## src/rtl/stage_buffer.sv

```systemverilog
// Elastic buffer between two pipeline stages on the give/get handshake.
// Circular storage of DEPTH entries with flush and optional empty pass-through.
module stage_buffer #(
    parameter int DATA_W   = 64,
    parameter int DEPTH    = 2,
    parameter int PASSTHRU = 0
) (
    input  logic                       clk,
    input  logic                       reset_i,
    input  logic                       flush_i,
    input  logic                       up_give_i,
    output logic                       up_get_o,
    input  logic [DATA_W-1:0]          up_data_i,
    output logic                       dn_give_o,
    input  logic                       dn_get_i,
    output logic [DATA_W-1:0]          dn_data_o,
    output logic [$clog2(DEPTH+1)-1:0] count_o
);
    localparam int PTR_W = (DEPTH > 1) ? $clog2(DEPTH) : 1;
    localparam int CNT_W = $clog2(DEPTH + 1);
    localparam logic [PTR_W-1:0] LAST_PTR = PTR_W'(DEPTH - 1);
    localparam logic [CNT_W-1:0] FULL_CNT = CNT_W'(DEPTH);

    logic [DATA_W-1:0] mem [DEPTH];
    logic [PTR_W-1:0]  rd_ptr;
    logic [PTR_W-1:0]  wr_ptr;
    logic [CNT_W-1:0]  count;
    logic              empty;
    logic              bypass;
    logic              push;
    logic              pop;
    logic              store;
    logic              take;

    function automatic logic [PTR_W-1:0] next_ptr(input logic [PTR_W-1:0] p);
        return (p == LAST_PTR) ? '0 : p + 1'b1;
    endfunction

    // up_get_o looks only at registered state so no get-chain forms across stages.
    assign empty     = (count == '0);
    assign bypass    = (PASSTHRU != 0) && empty;
    assign up_get_o  = (count < FULL_CNT);
    assign dn_give_o = !empty || (bypass && up_give_i);
    assign dn_data_o = bypass ? up_data_i : mem[rd_ptr];
    assign count_o   = count;

    assign push  = up_give_i && up_get_o;
    assign pop   = dn_give_o && dn_get_i;
    // A bypassed payload consumed in the same cycle never touches storage.
    assign store = push && !(bypass && dn_get_i);
    assign take  = pop && !empty;

    // NOTE: sequential state uses non-blocking assignments so every register
    // samples pre-edge values regardless of statement order.
    always_ff @(posedge clk) begin
        if (reset_i || flush_i) begin
            count  <= '0;
            rd_ptr <= '0;
            wr_ptr <= '0;
        end else begin
            if (store) wr_ptr <= next_ptr(wr_ptr);
            if (take)  rd_ptr <= next_ptr(rd_ptr);
            case ({store, take})
                2'b10:   count <= count + 1'b1;
                2'b01:   count <= count - 1'b1;
                default: count <= count;
            endcase
        end
    end

    // NOTE: payload storage has no reset; validity is tracked by count alone.
    always_ff @(posedge clk) begin
        if (store && !reset_i && !flush_i) mem[wr_ptr] <= up_data_i;
    end
endmodule

```

## config.mk

```make
export PLATFORM = sky130hd
export DESIGN_NAME = stage_buffer
export DESIGN_NICKNAME = d
export VERILOG_FILES = /design/src/rtl/stage_buffer.sv
export SDC_FILE = /design/constraint.sdc
export NUM_CORES = 1
export LEC_CHECK = 0
export CAP_MARGIN = 20
export CORE_MARGIN = 3
export CORE_UTILIZATION = 40
export CTS_CLUSTER_DIAMETER = 50
export DETAILED_ROUTE_END_ITERATION = 7
export GPL_TIMING_DRIVEN = 1
export PLACE_DENSITY_LB_ADDON = 0.15
export SLEW_MARGIN = 5
export SYNTH_ARGS = -nofsm -noshare
export SYNTH_HDL_FRONTEND = slang
export SYNTH_SLANG_ARGS = --single-unit
```

## constraint.sdc

```tcl
create_clock -name clk -period 17.09 [get_ports clk]
set_input_delay 3.418 -clock clk [delete_from_list [all_inputs] [get_ports clk]]
set_output_delay 3.418 -clock clk [all_outputs]
set_load 0.01 [all_outputs]
```

# Word level (Yosys, flattened, before mapping)
# Memory sizes are Yosys's and may differ from the RTL's. A register that Yosys moved wholly into a read port is not among the register bits.
# Cells that the tools add are included.
# op_classes
n_lt_le_gt_ge	1
n_mux	7
n_reduce_logical	11
addsub	4
eq_ne	2
# ops
cell	n
$mux 1	6
$logic_and 1x1->1	5
$pmux 2 s2	1
$logic_not 1->1	3
$add 1x1->1 const B	2
$add 2x1->2 const B	1
$eq 2x1->1 const B	1
$eq 2x2->1 const B	1
$logic_not 2->1	1
$lt 2x2->1 const B	1
$reduce_bool 2->1	1
$sub 2x1->2 const B	1
$logic_or 1x1->1	1
# totals
ff_bits	4
memories	1
mem_bits_rw	128
# mem_list
memory	words	word_bits	read_ports	rd_ports_with_merged_regs	wr	line_no	source
mem	2	64	1	1	1	24	logic [DATA_W-1:0] mem [DEPTH];

# Longest topological paths before layout
# Gate-level depths: netlist of the first run.
# logic_depth
word_depth	6
depth_mapped	6
mapped_depth_nobuf	6

# Worst setup path after synthesis of the first run
# No wires, ideal clock.
# synth_timing
path_kind	input -> register
start	in up_give_i
end	mem mem[0][0], enable pin
n_path_buf	0
cell_stages	3
t_arrival_ns	9.754
setup_slack_ns	6.685
cell_sequence	nor2b_1 -> inv_1 -> nor4_1
# synth_via
elab_chain_cells	5
# synth_rtl
element	line_no	source
start: declaration	11	input logic up_give_i,
$logic_and 1x1->1	47	assign push = up_give_i && up_get_o;
$logic_and 1x1->1 (2 in series)	73	if (store && !reset_i && !flush_i) mem[wr_ptr] <= up_data_i;
$mux 1	73	
$mux 1 (not written as such)	73	
end: declaration	24	
# Every way passes these cells.

==> flow_summary.ini, run 1 <==
[setup_path]
crit_slowest_cell = dfxtp_2
r2r-start = count_o[1]
r2r-end = mem[1][53]
crit_fanout = 38
r2r_slack_ps = 15190
cp.arrival_ps = 2630
cp-end-kind = output port
path_class = reg -> out
crit_chain = buf_4, mux2_2, clkdlybuf4s50_1
worstRegToRegCells = 3
slowest_delay_ps = 740
critPathLaunchType = flop
cp_data_required_time_ps = 13670

[cells_and_area]
fillCellCount = 899
final_cell_area_mm2 = 0.00702
final_cell_mix = clkdlybuf4s50_1 (136), edfxtp_1 (128), mux2_2 (64), clkbuf_16 (17)
diodes = 0
syn2layout_area_growth_pct = 44.8
final_common_cell = clkdlybuf4s50_1
layout.nets = 446
drive_gt1_share_pct = 24.9

[clock_tree]
cts_buffer_depth = 2
root_buffer = clkbuf_16
clkTransAtPathRegs_ps = 50
numClockSinks = 133
cts_setup_buffers = 0
cts_tree = yes
cts_resized = 0
cts_buffers = 17
clkLatencyLatePin_ps = 400
ctsHoldBuffers = 0
cts_max_level = 4

[synth]
netlist_area_mm2 = 0.00484
syn_area_per_cell_um2 = 21.6
ys_seq_area_share_pct = 81.4
synth_seq_cells = 133
ys_types = 19
yosys_warnings = 0
syn-instance-count = 224
syn_nets = 294

[die]
die_h_um = 116
ios = 137
start_util_pct = 41.7
die_area_mm2 = 0.0135
die_w_um = 116
core_mm2 = 0.0116
rows = 39

[power]
total_power_uw = 805
pwr-share-seq_pct = 45.7
p_int_uw = 666
p_switching_uw = 139
ir_drop_mv = 0.0564
p_per_area_mw_per_mm2 = 115
swShare_pct = 17.3
clkPwrFrac_pct = 48.3
leakage_uw = 0.00235
combPwrFrac_pct = 6.0

[timing]
worst_pin_slew_ps = 858
fin_crit_sh_pct = 35.4
rsz0062_at_grt = false
hold_viol = 0
final-max-slew-violation-count = 0
setup_viol = 0
slew_headroom_pct = 42.8
tns_ps = 0
fin_skew_ps = 7.05
fmax_mhz = 165
min_period_ps = 6050

[detailed_routing]
dr.pass1.iters = 4
ant_nets = 0
highest_layer = met5
num_vias = 2548
drt-total-wl_um = 8930
met1_length_um = 3660
vias_per_cell = 4.79
drc_errors = 0
met2_length_um = 4480
wl_met3_um = 636
post_drt_wl_per_cell_um = 16.8
drt_iter0_drc = 141

[global_routing]
track_usage_pct = 13.8
grt_first_pass_wirelength_um = 13400
grt-ovfl-total = 0
grt_pass1_vias = 2652
grt_start_max_net_pins = 65
antenna_found_initial = 1

[run_status]
status = completed

[placement]
dpl-instance-area_mm2 = 0.00637
numPortBuffers = 136
post-dp-hpwl_um = 5740
routabilityCongestion = 0.701

[worst_hold_path]
hold_start = rd_ptr
min_to = rd_ptr
hold_depth = 2
hold_class = reg -> reg

[job]
maxCapViolCount = 0
## state kept, by name, summed over array words and instances, names as in the netlist, named ones only
| signal | count |
|---|---|
| rd_ptr | 1 |
| count_o | 2 |
| wr_ptr | 1 |
| mem | 128 |
## synth_stat cells, drive strengths merged
library cell	instances	share of area [%]
edfxtp	128	79
mux2	64	15
buf	7	1.0
dfxtp	5	2.1
nor3	4	0.41
xnor2	3	0.54
inv	2	0.16
a21boi	1	0.16
and3	1	0.13
ha	1	0.26
nor2	1	0.077
nor2b	1	0.13
nor4	1	0.13
o21a	1	0.16
o21ai	1	0.10
or2	1	0.13
or3	1	0.13
xor2	1	0.18
## stage by stage
| stage | std cells | setup slack (ps) | hold WS [ps] | util, % |
|---|---|---|---|---|
| after floorplan | 224 | 6680 | 518 | - |
| after global routing | 532 | 10870 | 585 | 60.4 |
| after detailed placement | 500 | 11410 | 547 | 54.9 |
| after global placement | 500 | 11420 | 539 | 54.9 |
| final | 532 | 11040 | 558 | 60.4 |
| after CTS | 532 | 10960 | 565 | 60.4 |
## per-layer routing
metal / GRT usage, % / up-vias
li1: - / 1189
met1: 16.3 / 1251
met2: 21.4 / 93
met3: 6.48 / 13
met4: 6.57 / 2
met5: 0 / -
## cell type report
class | instances | area (um2) | area share (%)
clock buffers | 18 | 429 | 6.12
clock inverters | 14 | 213 | 3.03
inverters | 2 | 7.51 | 0.107
multi-input cells | 82 | 851 | 12.1
flip-flops and latches | 133 | 3950 | 56.2
well taps | 143 | 179 | 2.55
repair buffers | 140 | 1390 | 19.8
## critical path: cells and delay by family, from the launching register on
family | cells | cell delay, ps
DFF | 1 | 740
muxes | 1 | 400
buffers and inverters | 2 | 1060
## power groups by stage
stage / Sequential [uW] / Clock (uW) / Combinational (uW)
floorplan: 374 / 0 / 16.2
global placement: 374 / 0 / 48.3
detailed placement: 374 / 0 / 48.8
CTS: 367 / 397 / 49.2
global route: 368 / 411 / 52.0
finish: 367 / 389 / 48.4
## worst max-delay path by stage
stage	from	depth (start not counted)	end	slack (ps)
after floorplan	up_give_i	3	mem[0][0]	6680
after global placement	flop	3	dn_data_o[48]	11420
after detailed placement	flop	3	dn_data_o[48]	11410
after CTS	flop	3	dn_data_o[16]	10960
after global routing	flop	3	dn_data_o[13]	10870
final	flop	3	dn_data_o[58]	11040
## kinds of logic (layout without fill, tap and decap cells)
kind of cell | after synthesis | count (layout) | share of synthesized area, %
fa+ha+maj | 1 | 1 | 0.258
flops | 133 | 133 | 81.4
compound gates | 3 | 3 | 0.413
mux | 64 | 64 | 14.9
xor+xnor | 4 | 4 | 0.723
simple gates | 10 | 10 | 1.14
buf+inv | 9 | 174 | 1.19
(Power assumes the default switching activity.)
==> run 2, diff against run 1 <==
clock period = 5.41 ns   (was 17.09 ns; I/O delays follow)
==> run 2 against run 1 <==
Non-clock buffer count stayed put. Sequential share of layout area is 0.22 points higher. Register-to-register slack worse by 12000 ps. Power grew to 3.1 times the previous value. Cell area is 0.39% lower. Largest cell class unchanged. Clock power grew to 3.0 times the previous value. Utilization is 0.24 points lower. Critical path depth stayed put. Worst setup slack worse by 9300 ps. Cell count stayed put.
==> flow_summary.ini, run 2 (same netlist as run 1, synthesis figures left out) <==
[die]
ios = 137
rows = 39
start_util_pct = 41.7
die_h_um = 116
die_area_mm2 = 0.0135
die_w_um = 116
core_mm2 = 0.0116

[placement]
placedCellCount = 500
numPortBuffers = 136
routabilityCongestion = 0.719
post-dp-hpwl_um = 5730

[setup_path]
cp-end-kind = output port
crit_chain = buf_4, mux2_2, clkdlybuf4s50_1
r2r-start = count_o[1]
critPathLaunchType = flop
crit_slowest_cell = dfxtp_2
worstRegToRegCells = 3
crit_fanout = 44
r2r-end = mem[1][52]
path_class = reg -> out
cp_data_required_time_ps = 4330
cpLargestDelayFamily = buffers and inverters
r2r_slack_ps = 3180
slowest_delay_ps = 660
worst-path-buf-inv = 2
cp.arrival_ps = 2590

[cells_and_area]
final_common_cell = clkdlybuf4s50_1
largest_reg_flops = 128
fillCellCount = 904
fin_cells = 532
final_cell_mix = clkdlybuf4s50_1 (136), edfxtp_1 (128), mux2_2 (64), clkbuf_16 (17)
drive_gt1_share_pct = 25.7
syn2layout_area_growth_pct = 44.2
diodes = 0
layout.nets = 446
regMostFlops = mem

[clock_tree]
cts_tree = yes
cts_max_level = 4
clkTransAtPathRegs_ps = 50
cts_buffers = 17
cts_buffer_depth = 2
clkLatencyLatePin_ps = 400
cts_setup_buffers = 0
cts_resized = 0
ctsHoldBuffers = 0
numClockSinks = 133
root_buffer = clkbuf_16

[timing]
rsz0062_at_grt = false
final-max-slew-violation-count = 0
fin_skew_ps = 9.54
worst_pin_slew_ps = 848
min_period_ps = 3670
slew_headroom_pct = 43.5
setup_viol = 0
tns_ps = 0
holdWs_ps = 563
fin_crit_sh_pct = 67.9
hold_viol = 0
fmax_mhz = 272

[detailed_routing]
drt-total-wl_um = 8900
drc_errors = 0
met2_length_um = 3970
dr.pass1.iters = 4
met1_length_um = 4080
wl_met3_um = 775
highest_layer = met4
drt_iter0_drc = 125
vias_per_cell = 4.79
num_vias = 2547
ant_nets = 0
post_drt_wl_per_cell_um = 16.7

[power]
ir_drop_mv = 0.164
pwr-share-seq_pct = 47.1
leakage_uw = 0.00232
clkPwrFrac_pct = 46.6
combPwrFrac_pct = 6.3
p_switching_uw = 451
p_int_uw = 2010
swShare_pct = 18.3
p_per_area_mw_per_mm2 = 352

[job]
maxCapViolCount = 0

[global_routing]
grt_first_pass_wirelength_um = 13600
grt_pass1_vias = 2670
track_usage_pct = 13.8
antenna_found_initial = 0
grt_start_max_net_pins = 45
grt-ovfl-total = 0

[worst_hold_path]
min_to = count_o[1]
hold_class = reg -> reg
hold_start = count_o[1]
hold_depth = 2

[run_status]
status = completed
run 2: cell types whose count changed in the layout (fill, tap and decap cells not counted), sizes merged:
cell      delta
clkbuf       +6
clkinv       -5
bufinv       -3
clkinvlp     +2
run 2: per-stage QoR:
stage	setup slack [ps]	power, uW	utilization [%]	cell area (um2)
2_1_floorplan	57.4	1230	-	4850
3_3_place_gp	1920	1330	55.0	6380
3_5_place_dp	1890	1340	55.0	6380
4_1_cts	1660	2490	60.2	6990
5_1_grt	1560	2550	60.2	6990
6_report	1740	2460	60.2	6990
run 2: worst max path at each step:
stage               cells after the start       endpoint       from  slack (ps)
global placement                        4     mem[1][55]    flush_i        1920
detailed placement                      4     mem[1][54]    flush_i        1890
finish                                  3  dn_data_o[47]       flop        1740
floorplan                               3      mem[0][0]  up_give_i          60
CTS                                     3  dn_data_o[44]       flop        1660
global route                            3  dn_data_o[39]       flop        1560
run 2: metal layers:
layer / track usage (%) / vias up
met5: 0 / -
met4: 5.80 / 0
met3: 6.27 / 8
met2: 20.1 / 99
met1: 17.9 / 1245
li1: - / 1195
run 2: worst reg2reg max path: cells and delay by family (launching register included):
| kind | cells | cell delay (ps) |
|---|---|---|
| AND/OR/NAND/NOR | 2 | 1000 |
| buffers and inverters | 1 | 510 |
| flip-flops | 1 | 350 |
run 2: power groups by stage:
stage	Clock (uW)	Sequential (uW)	Combinational, uW
final	1150	1160	155
after global routing	1220	1160	167
after CTS	1180	1160	158
after detailed placement	0	1180	156
after global placement	0	1180	155
after floorplan	0	1180	51.3
run 2: cell type report:
class | count | area (um2) | area share, %
timing repair buffer | 140 | 1390 | 19.9
multi-input combinational | 82 | 860 | 12.3
clock inverter | 8 | 124 | 1.77
clock buffer | 24 | 482 | 6.89
inverter | 2 | 7.51 | 0.107
sequential | 133 | 3950 | 56.5
tap | 143 | 179 | 2.56
==> run 3, diff against run 2 <==
clock period = 3.35 ns   (was 5.41 ns; I/O delays follow)
==> run 3 against run 2 <==
Count of clock-buffer cells in the layout fell by 5. Cell area fell by 0.52%. Hold slack got worse by 2.6 ps. Clock power rose by 43%. Clock skew fell by 2.0 ps. Utilization fell by 0.31 points. Sequential power rose by 61%. Critical path type unchanged. Critical endpoint is now dn_data_o[38]. Largest power group unchanged. Highest routed layer unchanged.
==> flow_summary.ini, run 3 (same netlist as run 1, synthesis figures left out) <==
[power]
leakage_uw = 0.00231
clkPwrFrac_pct = 43.6
p_int_uw = 3080
pwr-share-seq_pct = 49.7
ir_drop_mv = 0.276
combPwrFrac_pct = 6.7
swShare_pct = 18.2
p_per_area_mw_per_mm2 = 542
p_switching_uw = 685
total_power_uw = 3770

[clock_tree]
clkLatencyLatePin_ps = 400
root_buffer = clkbuf_16
ctsHoldBuffers = 0
cts_setup_buffers = 0
clkTransAtPathRegs_ps = 50
cts_buffers = 17
cts_tree = yes
cts_buffer_depth = 2
cts_max_level = 4
numClockSinks = 133
cts_resized = 0

[timing]
hold_viol = 0
holdWs_ps = 560
fin_crit_sh_pct = 83.9
rsz0062_at_grt = false
fmax_mhz = 356
worst_pin_slew_ps = 604
setup_viol = 0
min_period_ps = 2810
slew_headroom_pct = 59.8
fin_skew_ps = 7.58
tns_ps = 0
final-max-slew-violation-count = 0

[die]
core_mm2 = 0.0116
start_util_pct = 41.7
die_w_um = 116
die_h_um = 116
ios = 137
rows = 39
die_area_mm2 = 0.0135

[setup_path]
cp.arrival_ps = 2140
path_class = reg -> out
critPathLaunchType = flop
crit_fanout = 44
worstRegToRegCells = 4
cp_data_required_time_ps = 2680
cp-end-kind = output port

[worst_hold_path]
hold_class = reg -> reg
hold_depth = 2

[global_routing]
grt_first_pass_wirelength_um = 13000
antenna_found_initial = 0
grt_start_max_net_pins = 45
grt_pass1_vias = 2644
grt-ovfl-total = 0
track_usage_pct = 13.3

[detailed_routing]
dr.pass1.iters = 4
num_vias = 2521
post_drt_wl_per_cell_um = 16.3
drt_iter0_drc = 174
drc_errors = 0
vias_per_cell = 4.75
drt-total-wl_um = 8660
ant_nets = 0

[cells_and_area]
final_cell_area_mm2 = 0.00695
multiInputGateArea_um2 = 871
drive_gt1_share_pct = 25.5
final_util_pct = 59.9
regArea_mm2 = 0.00395
diodes = 0
syn2layout_area_growth_pct = 43.5
layout.nets = 449
largest_reg_flops = 128
final_common_cell = clkdlybuf4s50_1
fillCellCount = 892
final_cell_mix = clkdlybuf4s50_1 (136), edfxtp_1 (128), mux2_2 (64), clkbuf_16 (17), buf_4 (6)
regMostFlops = mem

[run_status]
status = completed

[placement]
post-dp-hpwl_um = 5680
routabilityCongestion = 0.750
numPortBuffers = 136
dpl-instance-area_mm2 = 0.00643

[job]
maxCapViolCount = 0
==> run 3: cell types whose count changed in the layout (fill, tap and decap cells not counted), sizes merged <==
| cell | previous run | this run |
|---|---|---|
| buf | 4 | 7 |
| bufinv | 3 | 2 |
| clkbuf | 24 | 19 |
| clkinv | 3 | 7 |
| clkinvlp | 2 | 0 |
==> run 3: worst paths after layout <==
| kind | startpoint | endpoint | slack, ps |
|---|---|---|---|
| worst min register to register | rd_ptr | rd_ptr | 560 |
| worst max-delay path | flop | dn_data_o[38] | 540 |
| worst max register to register | count_o[1] | mem[0][59] | 1610 |
| worst min-delay path | rd_ptr | rd_ptr | 560 |
==> run 3: per-stage QoR <==
step                      std cells  setup slack [ps]
after global routing            531               436
after detailed placement        503               807
after global placement          503               854
after floorplan                 224             -51.4
after CTS                       531               499
final                           531               541
==> run 3: layout make-up <==
class,instances,area share (%)
sequential,133,56.7
multi-input combinational,82,12.5
timing repair buffer,143,20.5
clock inverter,9,1.30
clock buffer,19,6.23
tap,143,2.57
inverter,2,0.108
==> run 3: critical path, stage by stage, from the launching register on <==
cell and delay [ps]:
dfxtp_2 320, buf_4 470, mux2_2 400, clkdlybuf4s50_1 500
==> run 3: metal layers <==
layer / GRT usage, % / up-vias / part of all wire (%)
met2: 21.0 / 98 / 48
met5: 0 / - / 0
li1: - / 1195 / -
met1: 15.7 / 1222 / 42
met4: 5.96 / 0 / 0.79
met3: 6.21 / 6 / 8.8
==> run 3: power groups by stage <==
stage | Clock (uW) | Sequential (uW) | Combinational, uW
after floorplan | 0 | 1910 | 84.3
after global placement | 0 | 1900 | 255
after detailed placement | 0 | 1900 | 256
after CTS | 1690 | 1870 | 258
after global routing | 1760 | 1870 | 272
final | 1640 | 1870 | 253
